`src/rtl/weights_ram_arbiter_if.sv`:
```
// Bus bundle between the weights RAM arbiter, its loader/lane requesters and the RAM macro.
// slave = arbiter side, master = everything the arbiter talks to.
interface weights_ram_arbiter_if #(
    parameter int NUM_REQ   = 4,
    parameter int ADDR_BITS = 3,
    parameter int DATA_BITS = 8
);
    localparam int ID_BITS = $clog2(NUM_REQ);

    logic                           wr_valid;
    logic                           wr_ready;
    logic [ADDR_BITS-1:0]           wr_addr;
    logic [DATA_BITS-1:0]           wr_data;
    logic [NUM_REQ-1:0]             rd_valid;
    logic [NUM_REQ-1:0]             rd_ready;
    logic [NUM_REQ*ADDR_BITS-1:0]   rd_addr;
    logic                           rsp_valid;
    logic [ID_BITS-1:0]             rsp_id;
    logic [DATA_BITS-1:0]           rsp_data;
    logic                           ram_en;
    logic                           ram_we;
    logic [ADDR_BITS-1:0]           ram_addr;
    logic [DATA_BITS-1:0]           ram_wdata;
    logic [DATA_BITS-1:0]           ram_rdata;

    modport slave (
        input  wr_valid, wr_addr, wr_data, rd_valid, rd_addr, ram_rdata,
        output wr_ready, rd_ready, rsp_valid, rsp_id, rsp_data,
               ram_en, ram_we, ram_addr, ram_wdata
    );

    modport master (
        output wr_valid, wr_addr, wr_data, rd_valid, rd_addr, ram_rdata,
        input  wr_ready, rd_ready, rsp_valid, rsp_id, rsp_data,
               ram_en, ram_we, ram_addr, ram_wdata
    );
endinterface

```
`src/rtl/weights_ram_arbiter.sv`:
```
// Single-port weights RAM arbiter: loader writes win, bounded by a starvation limit;
// lane reads are round-robin and responses come back one cycle later tagged with the lane id.
module weights_ram_arbiter #(
    parameter int NUM_REQ         = 4,
    parameter int ADDR_BITS       = 3,
    parameter int DATA_BITS       = 8,
    parameter int WR_STARVE_LIMIT = 4
) (
    input  logic                  clk,
    input  logic                  rst,
    weights_ram_arbiter_if.slave  bus
);
    localparam int ID_BITS  = $clog2(NUM_REQ);
    localparam int STK_BITS = $clog2(WR_STARVE_LIMIT + 1);
    localparam logic [STK_BITS-1:0] STK_MAX = STK_BITS'(WR_STARVE_LIMIT);

    logic [ID_BITS-1:0]   r_rr_ptr;
    logic [ID_BITS-1:0]   r_rsp_id;
    logic [STK_BITS-1:0]  r_streak;
    logic                 r_rsp_valid;

    logic                 w_rd_any;
    logic                 w_rd_found;
    logic [ID_BITS-1:0]   w_lane;
    logic [ID_BITS-1:0]   w_rd_idx;
    logic [ID_BITS-1:0]   w_rr_next;
    logic [ADDR_BITS-1:0] w_rd_addr;
    logic [NUM_REQ-1:0]   w_rd_onehot;
    logic                 w_starve;
    logic                 w_wr_gnt;
    logic                 w_rd_gnt;

    assign w_rd_any = |bus.rd_valid;

    // First valid lane at or after rr_ptr, wrapping.
    always_comb begin
        w_rd_found = 1'b0;
        w_rd_idx   = '0;
        w_lane     = '0;
        for (int off = 0; off < NUM_REQ; off++) begin
            w_lane = ID_BITS'((int'(r_rr_ptr) + off) % NUM_REQ);
            if (!w_rd_found && bus.rd_valid[w_lane]) begin
                w_rd_found = 1'b1;
                w_rd_idx   = w_lane;
            end
        end
    end

    assign w_starve = (r_streak == STK_MAX) && w_rd_any;
    assign w_wr_gnt = !rst && bus.wr_valid && !w_starve;
    assign w_rd_gnt = !rst && w_rd_found && !w_wr_gnt;

    always_comb begin
        w_rd_addr   = '0;
        w_rd_onehot = '0;
        for (int i = 0; i < NUM_REQ; i++) begin
            if (w_rd_idx == ID_BITS'(i)) begin
                w_rd_addr      = bus.rd_addr[i*ADDR_BITS +: ADDR_BITS];
                w_rd_onehot[i] = 1'b1;
            end
        end
    end

    assign w_rr_next = (w_rd_idx == ID_BITS'(NUM_REQ - 1)) ? '0 : w_rd_idx + 1'b1;

    assign bus.wr_ready = w_wr_gnt;
    assign bus.rd_ready = w_rd_gnt ? w_rd_onehot : '0;

    always_comb begin
        bus.ram_en    = 1'b0;
        bus.ram_we    = 1'b0;
        bus.ram_addr  = '0;
        bus.ram_wdata = '0;
        if (w_wr_gnt) begin
            bus.ram_en    = 1'b1;
            bus.ram_we    = 1'b1;
            bus.ram_addr  = bus.wr_addr;
            bus.ram_wdata = bus.wr_data;
        end else if (w_rd_gnt) begin
            bus.ram_en   = 1'b1;
            bus.ram_addr = w_rd_addr;
        end
    end

    // A response still in flight when reset hits is dropped, not delayed.
    assign bus.rsp_valid = r_rsp_valid && !rst;
    assign bus.rsp_id    = r_rsp_id;
    assign bus.rsp_data  = bus.ram_rdata;

    always_ff @(posedge clk) begin
        if (rst) begin
            r_rr_ptr    <= '0;
            r_streak    <= '0;
            r_rsp_valid <= 1'b0;
            r_rsp_id    <= '0;
        end else begin
            r_rsp_valid <= w_rd_gnt;
            if (w_rd_gnt) begin
                r_rsp_id <= w_rd_idx;
                r_rr_ptr <= w_rr_next;
            end
            if (w_rd_gnt || !w_rd_any)
                r_streak <= '0;
            else if (w_wr_gnt && r_streak != STK_MAX)
                r_streak <= r_streak + 1'b1;
        end
    end
endmodule
```
`src/flat_wrapper.sv`:
```
// flat-port wrapper written by rule: the top's interface ports become plain ports
module weights_ram_arbiter_flat 
#(
    parameter int NUM_REQ         = 4,
    parameter int ADDR_BITS       = 3,
    parameter int DATA_BITS       = 8,
    parameter int WR_STARVE_LIMIT = 4
)
  (clk, rst, bus_wr_valid, bus_wr_addr, bus_wr_data, bus_rd_valid, bus_rd_addr, bus_ram_rdata, bus_wr_ready, bus_rd_ready, bus_rsp_valid, bus_rsp_id, bus_rsp_data, bus_ram_en, bus_ram_we, bus_ram_addr, bus_ram_wdata);
  weights_ram_arbiter_if #(.NUM_REQ(NUM_REQ), .ADDR_BITS(ADDR_BITS), .DATA_BITS(DATA_BITS)) bus_i ();
  input  logic clk;
  input  logic rst;
  input wire logic [$bits(bus_i.wr_valid)-1:0] bus_wr_valid;
  input wire logic [$bits(bus_i.wr_addr)-1:0] bus_wr_addr;
  input wire logic [$bits(bus_i.wr_data)-1:0] bus_wr_data;
  input wire logic [$bits(bus_i.rd_valid)-1:0] bus_rd_valid;
  input wire logic [$bits(bus_i.rd_addr)-1:0] bus_rd_addr;
  input wire logic [$bits(bus_i.ram_rdata)-1:0] bus_ram_rdata;
  output wire logic [$bits(bus_i.wr_ready)-1:0] bus_wr_ready;
  output wire logic [$bits(bus_i.rd_ready)-1:0] bus_rd_ready;
  output wire logic [$bits(bus_i.rsp_valid)-1:0] bus_rsp_valid;
  output wire logic [$bits(bus_i.rsp_id)-1:0] bus_rsp_id;
  output wire logic [$bits(bus_i.rsp_data)-1:0] bus_rsp_data;
  output wire logic [$bits(bus_i.ram_en)-1:0] bus_ram_en;
  output wire logic [$bits(bus_i.ram_we)-1:0] bus_ram_we;
  output wire logic [$bits(bus_i.ram_addr)-1:0] bus_ram_addr;
  output wire logic [$bits(bus_i.ram_wdata)-1:0] bus_ram_wdata;
  assign bus_i.wr_valid = bus_wr_valid;
  assign bus_i.wr_addr = bus_wr_addr;
  assign bus_i.wr_data = bus_wr_data;
  assign bus_i.rd_valid = bus_rd_valid;
  assign bus_i.rd_addr = bus_rd_addr;
  assign bus_i.ram_rdata = bus_ram_rdata;
  assign bus_wr_ready = bus_i.wr_ready;
  assign bus_rd_ready = bus_i.rd_ready;
  assign bus_rsp_valid = bus_i.rsp_valid;
  assign bus_rsp_id = bus_i.rsp_id;
  assign bus_rsp_data = bus_i.rsp_data;
  assign bus_ram_en = bus_i.ram_en;
  assign bus_ram_we = bus_i.ram_we;
  assign bus_ram_addr = bus_i.ram_addr;
  assign bus_ram_wdata = bus_i.ram_wdata;
  weights_ram_arbiter #(.NUM_REQ(NUM_REQ), .ADDR_BITS(ADDR_BITS), .DATA_BITS(DATA_BITS), .WR_STARVE_LIMIT(WR_STARVE_LIMIT)) u_core (.clk(clk), .rst(rst), .bus(bus_i));
endmodule
```
`config.mk`:
```
export PLATFORM = sky130hd
export DESIGN_NAME = weights_ram_arbiter_flat
export DESIGN_NICKNAME = d
export VERILOG_FILES = /design/src/rtl/weights_ram_arbiter_if.sv /design/src/rtl/weights_ram_arbiter.sv /design/src/flat_wrapper.sv
export SDC_FILE = /design/constraint.sdc
export NUM_CORES = 1
export LEC_CHECK = 0
export BUFFER_PORTS_ARGS = -buffer_cell sky130_fd_sc_hd__buf_2
export CAP_MARGIN = 25
export CORE_AREA = 2 2 49 51
export DETAILED_ROUTE_END_ITERATION = 6
export DIE_AREA = 0 0 51 53
export PLACE_DENSITY_LB_ADDON = 0.2
export SLEW_MARGIN = 20
export SYNTH_ARGS = -nofsm -noshare
export SYNTH_HDL_FRONTEND = slang
export SYNTH_SLANG_ARGS = --single-unit
```
`constraint.sdc`:
```
create_clock -name clk -period 3.2 [get_ports clk]
set_input_delay 0.8 -clock clk [delete_from_list [all_inputs] [get_ports clk]]
set_output_delay 0.8 -clock clk [all_outputs]
set_load 0.1 [all_outputs]
```
== Word level (Yosys, flattened, before mapping) ==
Cells that the tools add are included.
Operators by class
  add/sub/neg operators: 5
  eq/ne operators: 5
  reductions and logical operators: 21
  muxes and demuxes: 32
  order comparisons: 4
Operators by type and width (count)
  3-bit 2-to-1 mux: 6
  1-bit 2-to-1 mux: 15
  2-bit by 3-bit < comparator with 1-bit output, second input constant: 4
  1-bit logical AND: 10
  2-bit 2-to-1 mux: 5
  1-bit binary-select mux with 2-bit select: 4
  8-bit 2-to-1 mux: 1
  1-bit logical NOT: 7
  2-bit by 1-bit adder with 2-bit output, second input constant: 2
  2-bit adder, second input constant: 2
  2-bit equality test, second input constant: 2
  4-bit 2-to-1 mux: 1
  4-bit OR reduction: 1
  3-bit by 1-bit adder with 3-bit output, second input constant: 1
  3-bit equality test, second input constant: 1
  3-bit inequality test, second input constant: 1
  2-bit by 1-bit equality test with 1-bit output, second input constant: 1
  2-bit logical NOT: 1
  2-bit OR reduction: 1
  1-bit logical OR: 1
Storage, ports and cells
  output and inout bits: 29
  register bits: 8
  bits of input ports: 38

== Logic depth before layout (Yosys ltp) ==
  depth in word-level cells: 19
  mapped depth: 8
  gate-level depth less buffers: 8

== Least setup slack after synthesis ==
Ideal clock, no wire load.
  path type: input-to-output
  from: in bus_rd_valid[1]
  to: out bus_ram_addr[0]
  data arrival time: 2.790 ns
  data required time: 2.400 ns
  stages: 8
  slack: -0.390 ns
  path buffers: 0
  cells stage by stage: nand2b_1 a21oi_1 o32ai_1 inv_1 ha_1 nor2b_1 o21ai_0 a32o_1
Between the ends
  longest elaborated chain between the ends: 19
  elaborated cells between the ends (all ways): 39
Ends and longest elaborated chain
  from (decl): RTL line flat_wrapper.sv:16  | input wire logic [$bits(bus_i.rd_valid)-1:0] bus_rd_valid;
  1-bit binary-select mux with 2-bit select: RTL line weights_ram_arbiter.sv:42  | if (!w_rd_found && bus.rd_valid[w_lane]) begin
  1-bit 2-to-1 mux (implied by the code): RTL line weights_ram_arbiter.sv:42
  1-bit 2-to-1 mux: RTL line weights_ram_arbiter.sv:42
  1-bit logical NOT: RTL line weights_ram_arbiter.sv:42
  1-bit logical AND: RTL line weights_ram_arbiter.sv:42
  1-bit 2-to-1 mux: RTL line weights_ram_arbiter.sv:42
  1-bit logical NOT: RTL line weights_ram_arbiter.sv:42
  1-bit logical AND: RTL line weights_ram_arbiter.sv:42
  [... 2 more ...]
  1-bit logical AND: RTL line weights_ram_arbiter.sv:42
  2-bit 2-to-1 mux (*): RTL line weights_ram_arbiter.sv:42
  net u_core.w_rd_idx[1]: RTL line weights_ram_arbiter.sv:25  | logic [ID_BITS-1:0] w_rd_idx;
  2-bit logical NOT: RTL line weights_ram_arbiter.sv:57  | if (w_rd_idx == ID_BITS'(i)) begin
  3-bit 2-to-1 mux (3 in a row): RTL line weights_ram_arbiter.sv:57
  3-bit 2-to-1 mux (*): RTL line weights_ram_arbiter.sv:57
  3-bit 2-to-1 mux (*): RTL line weights_ram_arbiter.sv:79  | end else if (w_rd_gnt) begin
  3-bit 2-to-1 mux (*): RTL line weights_ram_arbiter.sv:74  | if (w_wr_gnt) begin
  to (decl): RTL line flat_wrapper.sv:26  | output wire logic [$bits(bus_i.ram_addr)-1:0] bus_ram_addr;
The timed path passes the listed nets; every way through them passes the cells marked *. The select of a mux whose other input is x is not followed.

== Final worst setup path ==
  from: in bus_rd_valid[0]
  to: out bus_ram_addr[0]
Same word-level chain as after synthesis.

==> results list <==
- When the netlist entered floorplanning its net count stood at 148.
- Area share of the largest cell type after synthesis: 20.13%
- Dominant combinational cell family by area after synthesis: simple AND/OR/NAND/NOR gates
* Leading cell types by total area after synthesis: dfxtp_1 (20%), and2_1 (10%), ha_1 (9.4%), buf_4 (8.5%), nor2b_1 (6.3%)
- Along the worst path, the maximum fanout reaches 8.
* Clock-pin slew of the registers on the worst-case setup and hold paths: 60 ps
- Measured slew at the worst slew-check pin: 490.3 ps
- Fraction of layout cells with a size suffix above 1: 63.13%
- Die footprint: 2703 um^2
- Overall overflow remaining after global route: 0
- Worst setup slack after placement: -322.1 ps
- Multi-input combinational cell area: 685.7 um^2
* Global-route wire length before repair: 4202 um
* Violated checks: negative setup slack
- In this run the tightest slew margin relative to its limit is 67.54%.
- Proportion of power drawn by combinational gates: 72.1%
- The commonest cells after synthesis are and2_1 (13), nand2_1 (12), buf_4 (9).
- The worst register-to-register path has a depth of 7.
- Total chip power: 0.0007249 W
- Effective utilization at floorplan: 37.04%
- During synthesis, Yosys emitted a total of 0 warnings.
* Endpoint of the worst-slack reg-to-reg timing path: u_core.r_rr_ptr[1]
* Portion of total power attributed to sequential cells: 16.3%
- Number of flops mapped to enable cells by yosys: 0
* Fraction of synthesized cell area in xor and xnor cells: 0%
- Global-route total usage across every layer: 21.19%
- Summing the areas of all and, or, nand and nor instances in the mapped netlist gives 38.99% of the synthesized area.
- Standby leakage power: 0.7012 nW
* Most numerous cell in the Yosys netlist: and2_1
* Largest net degree at the start of global routing: 14
* Post-synthesis area per instance: 7.652 um^2
- Setup TNS: -341.3 ps
- Synthesized-area fraction occupied by adder cells: 9.434%
* Number of antenna cells inserted: 0
* Standard-cell row count: 17
- Number of nets with antenna violations after detailed routing: 0
* Number of optimization iterations in the first detailed-route pass: 5
- Port Buf Inserts: 50
* Final count of hold timing violations: 0
- In the routed design, unresolved DRC markers number 0.
* Quantity of hold-fixing buffers added after cts: 0
- The internal power of the cells totals 0.0003633 W.
- Final Net Count: 206
* Average wire length per cell after detail routing: 14.65 um
- dfxtp_1 takes more of the synthesized area than any other cell.
* Netlist area before placement: 795.8 um^2
- Fin Hold WS: 463.6 ps
- The final layout contains routed wiring with a total length of 2755 um.
* Run status: finished, violations left
- Core box area: 2148 um^2
- For this block, the initial DRC count from the detailed router was 19.
- Proportion of synthesized chip area in sequential cells: 20.13%
* Power share of the clock group: 11.6%
* Distinct cells, synth: 31
* Number of buffers inserted during clock tree synthesis: 3
* Reported net switching power: 0.0003616 W
- STA puts the critical path data required time at 2400 ps.
- The via count of the first global-routing pass is 931.
- Width of the die: 51 um
* Max-slew violation total from the final report: 0
- The min-delay analysis places its worst path in the category reg -> reg.
* Clock tree from TritonCTS: yes
* Worst setup startpoint: bus_rd_valid[0]
- Clock latency at the later pin of the worst-skew pair: 270 ps
* Gpl congestion: 0.8584
- Setup violations remaining at the end of the flow were counted as 3.
- Achievable clock frequency: 300.0 MHz
* VDD IR max: 0.2858 mV
- Number of max-capacitance violations reported: 0
- Final worst-path cycle share: 104.2%
- Clock Skew: 6.850 ps
- Sum of net half-perimeters after detailed placement: 1920 um
* Vias per cell: 5.021
- Post-Synthesis Cells: 104
* Clk root buf: clkbuf_4
* Count of state elements after synthesis: 8
- Number of antenna violations at the first check in global routing: 0
* Kind of critical path: in -> out
* Area growth, synth to finish: 98.90%
- The final route contains 944 vias.
- Filler cell count in the final layout: 180
- Share of synthesized flip-flops with an asynchronous set or reset: 0%
- For the worst setup path, the data arrival time is 2530 ps.
* Final setup margin: -133.3 ps
* Number of top-level pins: 67
* Main synth FF type: dfxtp_1
- Setup repair after global routing could not meet its margin everywhere.
- Min cycle time layout: 3333 ps
- From bottom edge to top edge, the die measures 53 um.
* Setup crit start kind: primary input
- Fraction of the core area covered by cells at the end of the flow: 73.68%
- Worst setup EP type: output port
- For this design, the sink count on the clock tree is 8.
- Timing endpoint of the critical path: bus_ram_addr[0]
- FF-to-FF Start: u_core.r_rr_ptr[0]
- Multiplexer share of the synthesized area: 2.516%
- Net switching is 49.88% of the power.
- The synthesized netlist devotes 16.67% of its cell area to compound gates.
- H-tree levels: 1
* Slack of the worst reg-to-reg path: 1510 ps
- Registers take 160.2 um^2.
- Clock buffer depth: 2
* Power per cell area: 458.0 nW/um^2
power groups by stage:
stage | Sequential (W) | Combinational, W | Clock (W)
after floorplan | 0.000143 | 0.000315 | 0
after global placement | 0.000118 | 0.000437 | 0
after detailed placement | 0.000119 | 0.000442 | 0
after CTS | 0.000118 | 0.000500 | 0.0000838
after global routing | 0.000119 | 0.000552 | 0.0000912
final | 0.000118 | 0.000523 | 0.0000838
cells in the final DEF, fill, tap and decap left out, drive strengths merged:
cell	instances
ha	6
dfxtp	8
nand2b	6
a21oi	4
o22ai	1
a32o	3
nor2b	8
nand2	12
nor3b	2
o211ai	3
a211oi	1
nor2	7
nand4b	1
or4	1
clkbuf	4
and2	13
buf	63
nor4b	1
nor4	2
mux2i	2
inv	4
o21ai	6
o32ai	1
nor3	1
cell type report:
class                           instances  share of cell area (%)
Clock buffer                            3                   1.423
Inverter                                4                  0.9486
Multi-Input combinational cell         81                   43.32
Sequential cell                         8                   10.12
Tap cell                               28                   2.213
Timing Repair Buffer                   64                   41.98
routing by layer:
metal | GRT usage (%) | routed length, um
met1 | 21.84 | 975
met2 | 40.04 | 1527
met3 | 5.932 | 216
met4 | 8.559 | 35
met5 | 0 | 0
critical path, stage by stage:
cell and delay [ps]:
buf_2 120, nor2b_1 120, o21ai_1 200, nor3b_4 300
and2_4 230, ha_4 200, nor2_4 50, o211ai_1 90
a32o_2 240, buf_12 180
worst min-delay path by stage:
stage / slack, ps / depth (start not counted) / from / end
global route: 500 / 2 / u_core.bus.rsp_id[0] / u_core.bus.rsp_id[0]
detailed placement: 460 / 1 / u_core.r_streak[0] / u_core.r_streak[0]
finish: 460 / 1 / u_core.r_streak[0] / u_core.r_streak[0]
floorplan: 430 / 1 / u_core.r_streak[0] / u_core.r_streak[0]
CTS: 460 / 1 / u_core.r_streak[0] / u_core.r_streak[0]
global placement: 440 / 1 / u_core.r_streak[0] / u_core.r_streak[0]
cells by family after synthesis:
kind of cell,Yosys count
compound gates,19
fa+ha+maj,6
buf+inv,15
flops,8
mux,2
simple gates,54
sequential cells by signal (all words and copies together), names as in the netlist:
register and cells:
u_core.r_streak 3, u_core.bus.rsp_id 2, u_core.r_rr_ptr 2, u_core.r_rsp_valid 1
through the flow:
stage / std cells / area [um^2]
global route: 188 / 1583
global placement: 180 / 1350
floorplan: 104 / 812.0
finish: 188 / 1583
detailed placement: 180 / 1350
CTS: 184 / 1503
what timing repair did:
item	CTS	global route
pin swaps	7	8
cloned	0	1
buffers inserted	1	3
setup endpoints to repair	5	12
resized for setup	25	13
Power figures use the tool's default switching activity.
